[config.mk]
export PLATFORM = sky130hd
export DESIGN_NAME = display_multiplexado
export DESIGN_NICKNAME = d
export VERILOG_FILES = /design/src/rtl/display_pkg.sv /design/src/rtl/decodificador_7seg.sv /design/src/rtl/display_multiplexado.sv
export SDC_FILE = /design/constraint.sdc
export NUM_CORES = 1
export LEC_CHECK = 0
export BUFFER_PORTS_ARGS = -buffer_cell sky130_fd_sc_hd__buf_4
export CAP_MARGIN = 20
export CORE_UTILIZATION = 58
export DETAILED_ROUTE_END_ITERATION = 7
export PLACE_DENSITY = 0.79
export SETUP_SLACK_MARGIN = 0.02
export SLEW_MARGIN = 0
export SYNTH_ARGS = -nofsm -noshare
export SYNTH_HDL_FRONTEND = slang
export SYNTH_SLANG_ARGS = --single-unit
export TNS_END_PERCENT = 10
[constraint.sdc]
create_clock -name clock -period 2.4 [get_ports clock]
set_input_delay 0.12 -clock clock [delete_from_list [all_inputs] [get_ports clock]]
set_output_delay 0.12 -clock clock [all_outputs]
set_load 0.02 [all_outputs]
[src/rtl/display_pkg.sv]
// Shared types and constants for the multiplexed 7-segment display.
// Segment constants are active-high, bit order {g,f,e,d,c,b,a}.
package display_pkg;

  typedef enum logic [1:0] {
    SLOT_UNIDADE = 2'd0,
    SLOT_DEZENA  = 2'd1,
    SLOT_SINAL   = 2'd2
  } slot_t;

  localparam logic [6:0] SEG_0       = 7'b0111111;
  localparam logic [6:0] SEG_1       = 7'b0000110;
  localparam logic [6:0] SEG_2       = 7'b1011011;
  localparam logic [6:0] SEG_3       = 7'b1001111;
  localparam logic [6:0] SEG_4       = 7'b1100110;
  localparam logic [6:0] SEG_5       = 7'b1101101;
  localparam logic [6:0] SEG_6       = 7'b1111101;
  localparam logic [6:0] SEG_7       = 7'b0000111;
  localparam logic [6:0] SEG_8       = 7'b1111111;
  localparam logic [6:0] SEG_9       = 7'b1101111;
  localparam logic [6:0] SEG_TRACO   = 7'b1000000;
  localparam logic [6:0] SEG_APAGADO = 7'b0000000;

endpackage

[src/rtl/decodificador_7seg.sv]
// BCD digit to active-high 7-segment pattern. Non-decimal codes show a dash.
module decodificador_7seg
  import display_pkg::*;
(
  input  logic [3:0] digito,
  output logic [6:0] padrao
);

  // Combinational lookup of the segment pattern
  always_comb begin
    padrao = SEG_TRACO;
    case (digito)
      4'd0: padrao = SEG_0;
      4'd1: padrao = SEG_1;
      4'd2: padrao = SEG_2;
      4'd3: padrao = SEG_3;
      4'd4: padrao = SEG_4;
      4'd5: padrao = SEG_5;
      4'd6: padrao = SEG_6;
      4'd7: padrao = SEG_7;
      4'd8: padrao = SEG_8;
      4'd9: padrao = SEG_9;
      default: padrao = SEG_TRACO;
    endcase
  end

endmodule

[src/rtl/display_multiplexado.sv]
// Three-digit (sign, tens, units) time-multiplexed 7-segment driver.
// New values are buffered and committed only at a frame boundary so that a
// frame never mixes old and new digits.
// Optional: DISPLAY_BLANK_ZERO_EN blanks the tens digit when it is zero.
module display_multiplexado
  import display_pkg::*;
#(
  parameter int unsigned REFRESH_DIV = 50000,
  parameter bit          ATIVO_BAIXO = 1'b1
) (
  input  logic       clock,
  input  logic       reset,
  input  logic       carregar,
  input  logic       sinal,
  input  logic [3:0] dezena,
  input  logic [3:0] unidade,
  output logic       atualizado,
  output logic       quadro,
  output logic [2:0] anodos,
  output logic [6:0] segmentos
);

  localparam int unsigned    CW       = $clog2(REFRESH_DIV);
  localparam logic [CW-1:0]  CONT_MAX = CW'(REFRESH_DIV - 1);
  localparam logic [2:0]     AN_OFF   = {3{ATIVO_BAIXO}};
  localparam logic [6:0]     SEG_OFF  = {7{ATIVO_BAIXO}};

  logic [CW-1:0] cont;
  logic          fim_slot;
  logic          fronteira;
  slot_t         slot, slot_next;

  logic          pend;
  logic          pend_sinal, shown_sinal;
  logic [3:0]    pend_dezena, shown_dezena;
  logic [3:0]    pend_unidade, shown_unidade;

  logic [3:0]    digito_sel;
  logic [6:0]    padrao_dig;
  logic [6:0]    seg_ah;
  logic [2:0]    an_ah;

  assign fim_slot  = (cont == CONT_MAX);
  assign fronteira = fim_slot && (slot == SLOT_SINAL);

  // Slot dwell counter
  always_ff @(posedge clock or negedge reset) begin
    if (!reset) cont <= '0;
    else if (fim_slot) cont <= '0;
    else cont <= cont + 1'b1;
  end

  // Slot state register
  always_ff @(posedge clock or negedge reset) begin
    if (!reset) slot <= SLOT_UNIDADE;
    else slot <= slot_next;
  end

  // Slot sequencing: units -> tens -> sign at each terminal count
  always_comb begin
    slot_next = slot;
    if (fim_slot) begin
      case (slot)
        SLOT_UNIDADE: slot_next = SLOT_DEZENA;
        SLOT_DEZENA:  slot_next = SLOT_SINAL;
        SLOT_SINAL:   slot_next = SLOT_UNIDADE;
        default:      slot_next = SLOT_UNIDADE;
      endcase
    end
  end

  // Pending buffer and shown registers; a commit coinciding with a load
  // takes the old pending value and leaves the new one pending
  always_ff @(posedge clock or negedge reset) begin
    if (!reset) begin
      pend          <= 1'b0;
      pend_sinal    <= 1'b0;
      pend_dezena   <= '0;
      pend_unidade  <= '0;
      shown_sinal   <= 1'b0;
      shown_dezena  <= '0;
      shown_unidade <= '0;
    end else begin
      if (fronteira && pend) begin
        shown_sinal   <= pend_sinal;
        shown_dezena  <= pend_dezena;
        shown_unidade <= pend_unidade;
        pend          <= 1'b0;
      end
      if (carregar) begin
        pend_sinal   <= sinal;
        pend_dezena  <= dezena;
        pend_unidade <= unidade;
        pend         <= 1'b1;
      end
    end
  end

  assign digito_sel = (slot == SLOT_UNIDADE) ? shown_unidade : shown_dezena;

  decodificador_7seg u_decod (
    .digito (digito_sel),
    .padrao (padrao_dig)
  );

  // Active-high pattern and digit enable for the current slot
  always_comb begin
    seg_ah = SEG_APAGADO;
    an_ah  = 3'b000;
    case (slot)
      SLOT_UNIDADE: begin
        an_ah  = 3'b001;
        seg_ah = padrao_dig;
      end
      SLOT_DEZENA: begin
        an_ah  = 3'b010;
`ifdef DISPLAY_BLANK_ZERO_EN
        seg_ah = (shown_dezena == 4'd0) ? SEG_APAGADO : padrao_dig;
`else
        seg_ah = padrao_dig;
`endif
      end
      SLOT_SINAL: begin
        an_ah  = 3'b100;
        seg_ah = shown_sinal ? SEG_TRACO : SEG_APAGADO;
      end
      default: begin
        an_ah  = 3'b000;
        seg_ah = SEG_APAGADO;
      end
    endcase
  end

  // Registered outputs with polarity applied
  always_ff @(posedge clock or negedge reset) begin
    if (!reset) begin
      anodos     <= AN_OFF;
      segmentos  <= SEG_OFF;
      quadro     <= 1'b0;
      atualizado <= 1'b0;
    end else begin
      anodos     <= an_ah ^ AN_OFF;
      segmentos  <= seg_ah ^ SEG_OFF;
      quadro     <= fronteira;
      atualizado <= fronteira && pend;
    end
  end

endmodule

# After elaboration in Yosys (flattened, before gate mapping)

Memories as Yosys holds them, arrays and structs flattened.
Cells that the tools add are included.

Register bits after elaboration: 49
ROM bits: 112
Input bits: 12
Output and inout bits: 12
Word-level logic and storage cells: 33
Memories kept: 1

Memories:

| memory          | words | bits a word | rd ports | clocked after memory_dff | write ports | RTL line                 | source |
|---|---|---|---|---|---|---|---|
| (no name shown) | 16    | 7           | 1        | 0                        | 0           | decodificador_7seg.sv:12 | `case (digito)` |

Add/sub/neg operators: 1
Equal/unequal tests: 3
Muxes and demuxes: 8
Bitwise logic cells: 2
Reduce and logical (&&, ||, !) cells: 5

Operators by type and width:

| cell                                                 | number |
|---|---|
| adder 16 x 1 -> 16 bit (second input constant)       | 1 |
| equality test 16 bit (second input constant)         | 1 |
| two-way mux 16 bit                                   | 1 |
| one-hot mux 7 bit (2 select lines)                   | 1 |
| one-hot mux 3 bit (3 select lines)                   | 1 |
| two-way mux 7 bit                                    | 1 |
| NOT 7 bit                                            | 1 |
| two-way mux 4 bit                                    | 1 |
| one-hot mux 2 bit (2 select lines)                   | 1 |
| NOT 3 bit                                            | 1 |
| equality test 2 x 1 -> 1 bit (second input constant) | 1 |
| equality test 2 bit (second input constant)          | 1 |
| logical AND 1 bit                                    | 2 |
| logical NOT 2 bit                                    | 1 |
| two-way mux 1 bit                                    | 2 |
| nonzero test 2 bit                                   | 1 |
| OR reduction 2 bit                                   | 1 |

# Logic depth before layout (Yosys ltp)

Gate-level depths: netlist of the first run.

Depth after elaboration: 5
Depth in mapped cells: 7
Gate-level depth less buffers: 6

# Cells and area by module

From an unflattened synthesis of the first run, not the netlist that was laid out.

Cell total of the unflattened synthesis: 177
Area, all modules: 2187.1 um^2

Modules (own cells, without submodules):

| module               | instances | cells an instance | area each (um^2) | sequential area each (um^2) |
|---|---|---|---|---|
| display_multiplexado | 1         | 148               | 1959.4           | 1238.7 |
| decodificador_7seg   | 1         | 29                | 227.7            | 0.0 |

# Worst setup path before layout of the first run

No wires, ideal clock.

Path type: register to register
Start: register slot[0]
End: register segmentos[3]
Library setup time: 0.086 ns
Arrival: 1.955 ns
Required time: 2.314 ns
Slack: 0.359 ns
Stages on the path, launching flop included: 8
Buffers on the path: 1
Period minus slack after synthesis: 2.041 ns
Cell sequence: dfrtp_1 clkbuf_1 nor2_1 mux2i_1 inv_1 ha_1 nor3_1 o21ai_0

Cells in the longest elaborated chain, start to end: 5
Elaborated cells on any way between the ends: 8
Classes of those cells: eq/ne (2); mux (2); bitwise (1); reduce/logical (2); memory (1)

Ends and longest elaborated chain:

| what                                 | RTL line                                                | source |
|---|---|---|
| from (decl)                          | display_multiplexado.sv:31                              | `slot_t slot, slot_next;` |
| from (signal assigned)               | display_multiplexado.sv:56                              | `else slot <= slot_next;` |
| logical NOT 2 bit                    | display_multiplexado.sv:99, display_multiplexado.sv:110 |  |
| two-way mux 4 bit                    | display_multiplexado.sv:99                              | `assign digito_sel = (slot == SLOT_UNIDADE) ? shown_unidade : shown_dezena;` |
| memory read (16 x 7 bit)             | -                                                       |  |
| one-hot mux 7 bit (2 select lines) * | display_multiplexado.sv:110                             | `case (slot)` |
| NOT 7 bit (no line) *                | -                                                       |  |
| to (signal assigned)                 | display_multiplexado.sv:143                             | `segmentos <= seg_ah ^ SEG_OFF;` |
| to (decl)                            | display_multiplexado.sv:20                              | `output logic [6:0] segmentos` |

Every way passes the cells marked *; elsewhere a longest branch is shown, timed or not.
A chain may end at the register's enable or synchronous reset.

# Final worst setup path of the first run

Start: register cont[4]
End: register shown_unidade[2]

Cells in the longest elaborated chain, start to end: 3

Ends and longest elaborated chain:

| what                   | RTL line                   | source |
|---|---|---|
| from (decl)            | display_multiplexado.sv:28 | `logic [CW-1:0] cont;` |
| from (signal assigned) | display_multiplexado.sv:50 | `else cont <= cont + 1'b1;` |
| equality test 16 bit   | display_multiplexado.sv:43 | `assign fim_slot = (cont == CONT_MAX);` |
| logical AND 1 bit      | display_multiplexado.sv:44 | `assign fronteira = fim_slot && (slot == SLOT_SINAL);` |
| logical AND 1 bit      | display_multiplexado.sv:84 | `if (fronteira && pend) begin` |
| to (signal assigned)   | display_multiplexado.sv:87 | `shown_unidade <= pend_unidade;` |
| to (decl)              | display_multiplexado.sv:36 | `logic [3:0] pend_unidade, shown_unidade;` |

No other way between the ends.

==> metrics.cfg, run 1 <==
[outcome]
status = finished clean

[floorplanning]
pin_count = 24
die_h_um = 64.8
die_x_um = 64.8
core.rowCount = 22
floorplan.initialDensity = 0.615
core_area_um2 = 3720
fp.dieArea_um2 = 4200

[setup_path]
start_kind = flip-flop
critPathCaptureType = flip-flop
crit_type = flip-flop to flip-flop
worstPathArrival_ns = 2.30
cp.required_ns = 2.60
crit_path_max_fanout = 9

[cts]
cts_tree = yes
numCtsBuffers = 5
clock-root-buffer = clkbuf_8
clockBufferDepth = 2
clkTransAtPathRegs_ns = 0.09
htreeDepth = 2
clock-sinks = 49
insertion_delay_ns = 0.31

[placement]
pre_cts_slack_ns = 0.302
io_buffers = 23
gp_congestion = 0.877
dp.final_hpwl_um = 2860

[route]
met2WireLength_um = 1880
drt_drc_violations_left = 0
wl_um = 4030
dr_wl_met3_um = 171
route.top_layer_used = met4
dr.first_iter.drc_count = 80
vias = 1481
ant_nets = 0
wl_per_cell_um = 15.2
wl_met1_um = 1880
routed_via_density = 5.59
drt_pass1_iterations = 4

[synthesis]
synth_nets = 207
synth.area.top_cells = dfrtp_1 (43%), dfstp_2 (11%), mux2_4 (5.9%), mux2_2 (5.4%), ha_1 (3.3%)
avgSynthCellArea_um2 = 12.1
synth_top_family_by_area = simple AND/OR/NAND/NOR gates
synth-main-ff-cell = dfrtp_1
synthCells = 189
async_reset_ff_frac = 1.00
synth-adder-area-share = 0.0328
yosys.area.top_type = dfrtp_1
ys_warn_count = 0
netlist_area_um2 = 2290
ys_seq_area_frac = 0.542
ys_types = 38
synth_edf_count = 0
synth.ff_latch_count = 49
netlist.area_leader.share = 0.427
synthSimpleGateAreaFrac = 0.166
synth_compound_area_frac = 0.0460
synthMuxAreaShare = 0.135
synth_xor_area_frac = 0.0498

[finish]
register_area_um2 = 1240
diodes = 0
area_growth_pct = 15.5
drive_gt1_frac = 0.323
fillCellCount = 263
nets = 234
multi_input_area_um2 = 982

[sta]
worst_slack_ns = 0.304
drv_slew = 0
min_period_over_period = 0.873
rsz0062_at_grt = false
skew_ns = 0.0117
fin_crit_ns = 2.10
worst_pin_slew_ns = 0.582
hold_viol = 0
setup_viol = 0
max_freq_mhz = 477
final.setup.tns_ns = 0
slew_headroom = 0.612

[hold_path]
min_path_type = input port to flip-flop

[grt]
grt_max_degree = 50
antenna_found_initial = 0
grt_pass1_vias = 1500
grt_util_all_layers = 0.223
grt_pass1_wl_um = 6870
overflow = 0

[power]
cellPowerDensity_nw_per_um2 = 572
p_leak_nw = 1.25
ir_worst_vdd_uv = 391

[run]
drv_cap = 0

worst max-delay path, stage by stage, from the launching register on:
cell	delay, ns
dfrtp_1	0.45
or4_4	0.57
nor4_4	0.23
nor3b_2	0.20
buf_4	0.23
mux2_4	0.32
flip-flops by register name, summed over array words and instances (netlist names):
name,count
shown_sinal,1
atualizado,1
pend_unidade,4
slot,2
shown_dezena,4
cont,16
pend_dezena,4
pend,1
anodos,3
quadro,1
segmentos,7
shown_unidade,4
pend_sinal,1
synthesized netlist by cell type, drive strengths merged, types with 3 or more instances:
| cell type | instances |
|---|---|
| dfrtp | 39 |
| mux2 | 20 |
| nor2 | 14 |
| dfstp | 10 |
| nand3 | 8 |
| nand4 | 8 |
| inv | 7 |
| nor3 | 7 |
| xor2 | 7 |
| clkbuf | 6 |
| ha | 6 |
| nand2 | 6 |
| o21ai | 6 |
| xnor2 | 6 |
| a21oi | 5 |
| mux2i | 5 |
| and2 | 3 |
cells in the final DEF, fill, tap and decap left out, drive strengths merged, types with 7 or more instances in the layout:
cell type,count
nand3,8
buf,27
xor2,7
mux2,20
nand4,8
nor3,7
nor2,14
dfstp,10
inv,7
dfrtp,39
stage by stage:
| stage | hold slack [ns] | util | total power, mW | cells | instance area, um^2 |
|---|---|---|---|---|---|
| finish | 0.0390 | 0.710 | 1.51 | 265 | 2640 |
| global route | 0.0415 | 0.710 | 1.56 | 265 | 2640 |
| CTS | 0.0341 | 0.710 | 1.52 | 265 | 2640 |
| detailed placement | 0.168 | 0.675 | 0.916 | 256 | 2510 |
| global placement | 0.150 | 0.675 | 0.912 | 256 | 2510 |
| floorplan | -0.176 | - | 0.881 | 189 | 2290 |
path summary, 6_finish.rpt:
kind,end,slack [ns],start,cells past startpoint
min in group asynchronous,slot[1]$_DFFE_PN0N_,0.36,reset,2
hold / removal,pend_dezena[0]$_DFFE_PN0P_,0.04,dezena[0],2
setup / recovery,shown_unidade[2]$_DFFE_PN0P_,0.30,cont[4]$_DFF_PN0_,5
max in group asynchronous,cont[4]$_DFF_PN0_,1.65,reset,2
hold reg to reg,pend$_DFFE_PN0P_,0.49,pend$_DFFE_PN0P_,1
setup reg to reg,shown_unidade[2]$_DFFE_PN0P_,0.30,cont[4]$_DFF_PN0_,5
metal layers:
metal,global-route usage,up-vias
met5,0,-
met4,0.142,0
met3,0.0511,12
met2,0.342,37
met1,0.285,718
li1,-,714
power breakdown:
| part | total (mW) | leakage (nW) | switching [mW] | internal (mW) |
|---|---|---|---|---|
| Sequential | 0.850 | 0.609 | 0.00925 | 0.841 |
| Clock | 0.609 | 0.0574 | 0.271 | 0.339 |
| Combinational | 0.0495 | 0.580 | 0.0233 | 0.0262 |
cell families after synthesis:
family / Yosys count
and+or+nand+nor: 64
muxes: 25
adders and majority gates: 6
xor gates and xnor gates: 13
DFF: 49
buffers and inverters: 15
AOI/OAI and AO/OA: 17
layout make-up:
cell class,count,share of cell area
clock buffers,6,0.0313
clock inverters,2,0.0142
inverters,7,0.00995
multi-input cells,125,0.372
flip-flops and latches,49,0.469
well taps,48,0.0227
repair buffers,28,0.0806
what timing repair did:
item / 4_1_cts / 5_1_grt
buffers inserted: 0 / 0
hold buffers: 1 / 0
resized for setup: 0 / 0
endpoints found under the hold margin: 39 / 0
Power figures use the tool's default switching activity.
==> inputs of run 2 (changes only) <==
--- a/config.mk
+++ b/config.mk
@@ -7,9 +7,10 @@
 export LEC_CHECK = 0
 export BUFFER_PORTS_ARGS = -buffer_cell sky130_fd_sc_hd__buf_4
 export CAP_MARGIN = 20
-export CORE_UTILIZATION = 58
+export CORE_UTILIZATION = 62
+export CTS_CLUSTER_SIZE = 28
 export DETAILED_ROUTE_END_ITERATION = 7
-export PLACE_DENSITY = 0.79
+export PLACE_DENSITY = 0.83
 export SETUP_SLACK_MARGIN = 0.02
 export SLEW_MARGIN = 0
 export SYNTH_ARGS = -nofsm -noshare
==> constraint.sdc (replaced) <==
create_clock -name clock -period 2.7 [get_ports clock]
set_input_delay 0.135 -clock clock [delete_from_list [all_inputs] [get_ports clock]]
set_output_delay 0.135 -clock clock [all_outputs]
set_load 0.02 [all_outputs]
==> metrics.cfg, run 2 (synthesized netlist as in run 1, its figures left out) <==
[setup_path]
crit_type = flip-flop to flip-flop  ; unchanged
start_kind = flip-flop  ; unchanged
crit_chain = or4_4, nor4_4, nor3b_2, buf_4, mux2_4  ; unchanged
critPathCaptureType = flip-flop  ; unchanged
crit_path_max_fanout = 9  ; unchanged
worstPathArrival_ns = 2.30  ; about the same
cp.required_ns = 2.89  ; was 2.60 ns
critPathMaxStageDelay_ns = 0.57  ; about the same
cp_slowest_cell = or4_4  ; unchanged

[placement]
pre_cts_slack_ns = 0.618  ; was 0.302 ns
io_buffers = 23  ; unchanged
gp_congestion = 0.910  ; was 0.877
dp.final_hpwl_um = 2830  ; was 2860 um
dpl.cell_count = 253  ; was 256

[finish]
stdcell_count = 262  ; was 265
largest_reg_flops = 16  ; unchanged
largest-register = cont  ; unchanged
nets = 233  ; was 234
drive_gt1_frac = 0.315  ; was 0.323
register_area_um2 = 1240  ; unchanged
multi_input_area_um2 = 982  ; unchanged
mostFrequentLayoutCell = dfrtp_1  ; unchanged
fillCellCount = 218  ; was 263
mostFrequentLayoutCells = dfrtp_1 (39), buf_4 (26), nor2_1 (14)  ; was dfrtp_1 (39), buf_4 (27), nor2_1 (14)
area_growth_pct = 14.9  ; was 15.5%
reg.largest.list = cont: 16 flops, segmentos: 7 flops  ; unchanged
diodes = 0  ; unchanged

[sta]
skew_ns = 0.00788  ; was 0.0117 ns
drv_slew = 0  ; unchanged
worst_slack_ns = 0.589  ; was 0.304 ns
slew_headroom = 0.616  ; was 0.612
hold_viol = 0  ; unchanged
worst_pin_slew_ns = 0.576  ; was 0.582 ns
max_freq_mhz = 474  ; was 477 MHz
fin_crit_ns = 2.11  ; was 2.10 ns
setup_viol = 0  ; unchanged
final.setup.tns_ns = 0  ; unchanged
rsz0062_at_grt = false  ; unchanged
min_period_over_period = 0.782  ; was 0.873

[floorplanning]
floorplan.initialDensity = 0.664  ; was 0.615
die_x_um = 62.7  ; was 64.8 um
die_h_um = 62.7  ; was 64.8 um
pin_count = 24  ; unchanged
core_area_um2 = 3440  ; was 3720 um^2
core.rowCount = 21  ; was 22
fp.dieArea_um2 = 3930  ; was 4200 um^2

[grt]
overflow = 0  ; unchanged
grt_pass1_wl_um = 7010  ; was 6870 um
grt_pass1_vias = 1456  ; was 1500
antenna_found_initial = 0  ; unchanged
grt_util_all_layers = 0.237  ; was 0.223
grt_max_degree = 50  ; unchanged

[run]
drv_cap = 0  ; unchanged

[cts]
clockBufferDepth = 2  ; unchanged
htreeDepth = 2  ; unchanged
clkTransAtPathRegs_ns = 0.08  ; was 0.09 ns
cts_tree = yes  ; unchanged
clock-root-buffer = clkbuf_8  ; unchanged
insertion_delay_ns = 0.30  ; was 0.31 ns
cts_resized = 0  ; unchanged
clock-sinks = 49  ; unchanged
numCtsBuffers = 5  ; unchanged

[route]
drt_pass1_iterations = 6  ; was 4
vias = 1538  ; was 1481
dr.first_iter.drc_count = 109  ; was 80
wl_um = 4150  ; was 4030 um
ant_nets = 0  ; unchanged
drt_drc_violations_left = 0  ; unchanged
routed_via_density = 5.87  ; was 5.59
wl_per_cell_um = 15.8  ; was 15.2 um

[hold_path]
min_path_type = input port to flip-flop  ; unchanged

[power]
p_leak_nw = 1.24  ; was 1.25 nW
cellPowerDensity_nw_per_um2 = 506  ; was 572 nW/um^2
ir_worst_vdd_uv = 522  ; was 391 uV

[outcome]
status = finished clean  ; unchanged

## run 2: cell types whose count changed in the layout (fill, tap and decap cells not counted)
cell	delta
buf_4	-1
clkbuf_1	+1
clkinvlp_4	-1
## run 2: metal layers
| layer | up-vias | routed length (um) | GRT usage |
|---|---|---|---|
| li1 | 717 | - | - |
| met1 | 751 | 1840 | 0.318 |
| met2 | 62 | 2000 | 0.359 |
| met3 | 8 | 248 | 0.0766 |
| met4 | 0 | 64 | 0.0959 |
| met5 | - | 0 | 0 |
## run 2: worst max-delay path, delay by kind of cell, from the launching register on
family	cells	cell delay [ns]
simple gates	3	0.99
buf+inv	1	0.23
mux	1	0.32
flops	1	0.46
## run 2: final cells by class
cell class | instances | area share
clock inverters | 1 | 0.0114
flip-flops and latches | 49 | 0.472
clock buffers | 7 | 0.0329
multi-input cells | 125 | 0.374
repair buffers | 27 | 0.0781
inverters | 7 | 0.0100
well taps | 46 | 0.0219
## run 2: power by group
| part | switching (mW) | internal [mW] |
|---|---|---|
| registers | 0.00822 | 0.747 |
| clock network | 0.228 | 0.302 |
| logic | 0.0205 | 0.0233 |
| total | 0.257 | 1.07 |
## run 2: stage by stage
step | util | cell area, um^2 | power, mW | hold WS, ns
6_report | 0.763 | 2630 | 1.33 | 0.0604
5_1_grt | 0.763 | 2630 | 1.39 | 0.0436
4_1_cts | 0.763 | 2630 | 1.34 | 0.0529
3_5_place_dp | 0.726 | 2500 | 0.814 | 0.175
3_3_place_gp | 0.726 | 2500 | 0.810 | 0.165
2_1_floorplan | - | 2290 | 0.783 | -0.161
## run 2: final timing paths
| check | start | to | slack, ns | cells past startpoint |
|---|---|---|---|---|
| min in group asynchronous | reset | shown_dezena[0]$_DFFE_PN0P_ | 0.39 | 2 |
| setup / recovery | cont[4]$_DFF_PN0_ | shown_unidade[1]$_DFFE_PN0P_ | 0.59 | 5 |
| setup reg to reg | cont[4]$_DFF_PN0_ | shown_unidade[1]$_DFFE_PN0P_ | 0.59 | 5 |
| hold reg to reg | pend_unidade[0]$_DFFE_PN0P_ | shown_unidade[0]$_DFFE_PN0P_ | 0.52 | 1 |
| hold / removal | unidade[1] | pend_unidade[1]$_DFFE_PN0P_ | 0.06 | 2 |
| max in group asynchronous | reset | cont[12]$_DFF_PN0_ | 1.92 | 2 |
## run 2: repair_timing
action / 4_1_cts / 5_1_grt
endpoints found under the hold margin: 39 / 0
hold buffers: 1 / 0
setup buffers: 0 / 0
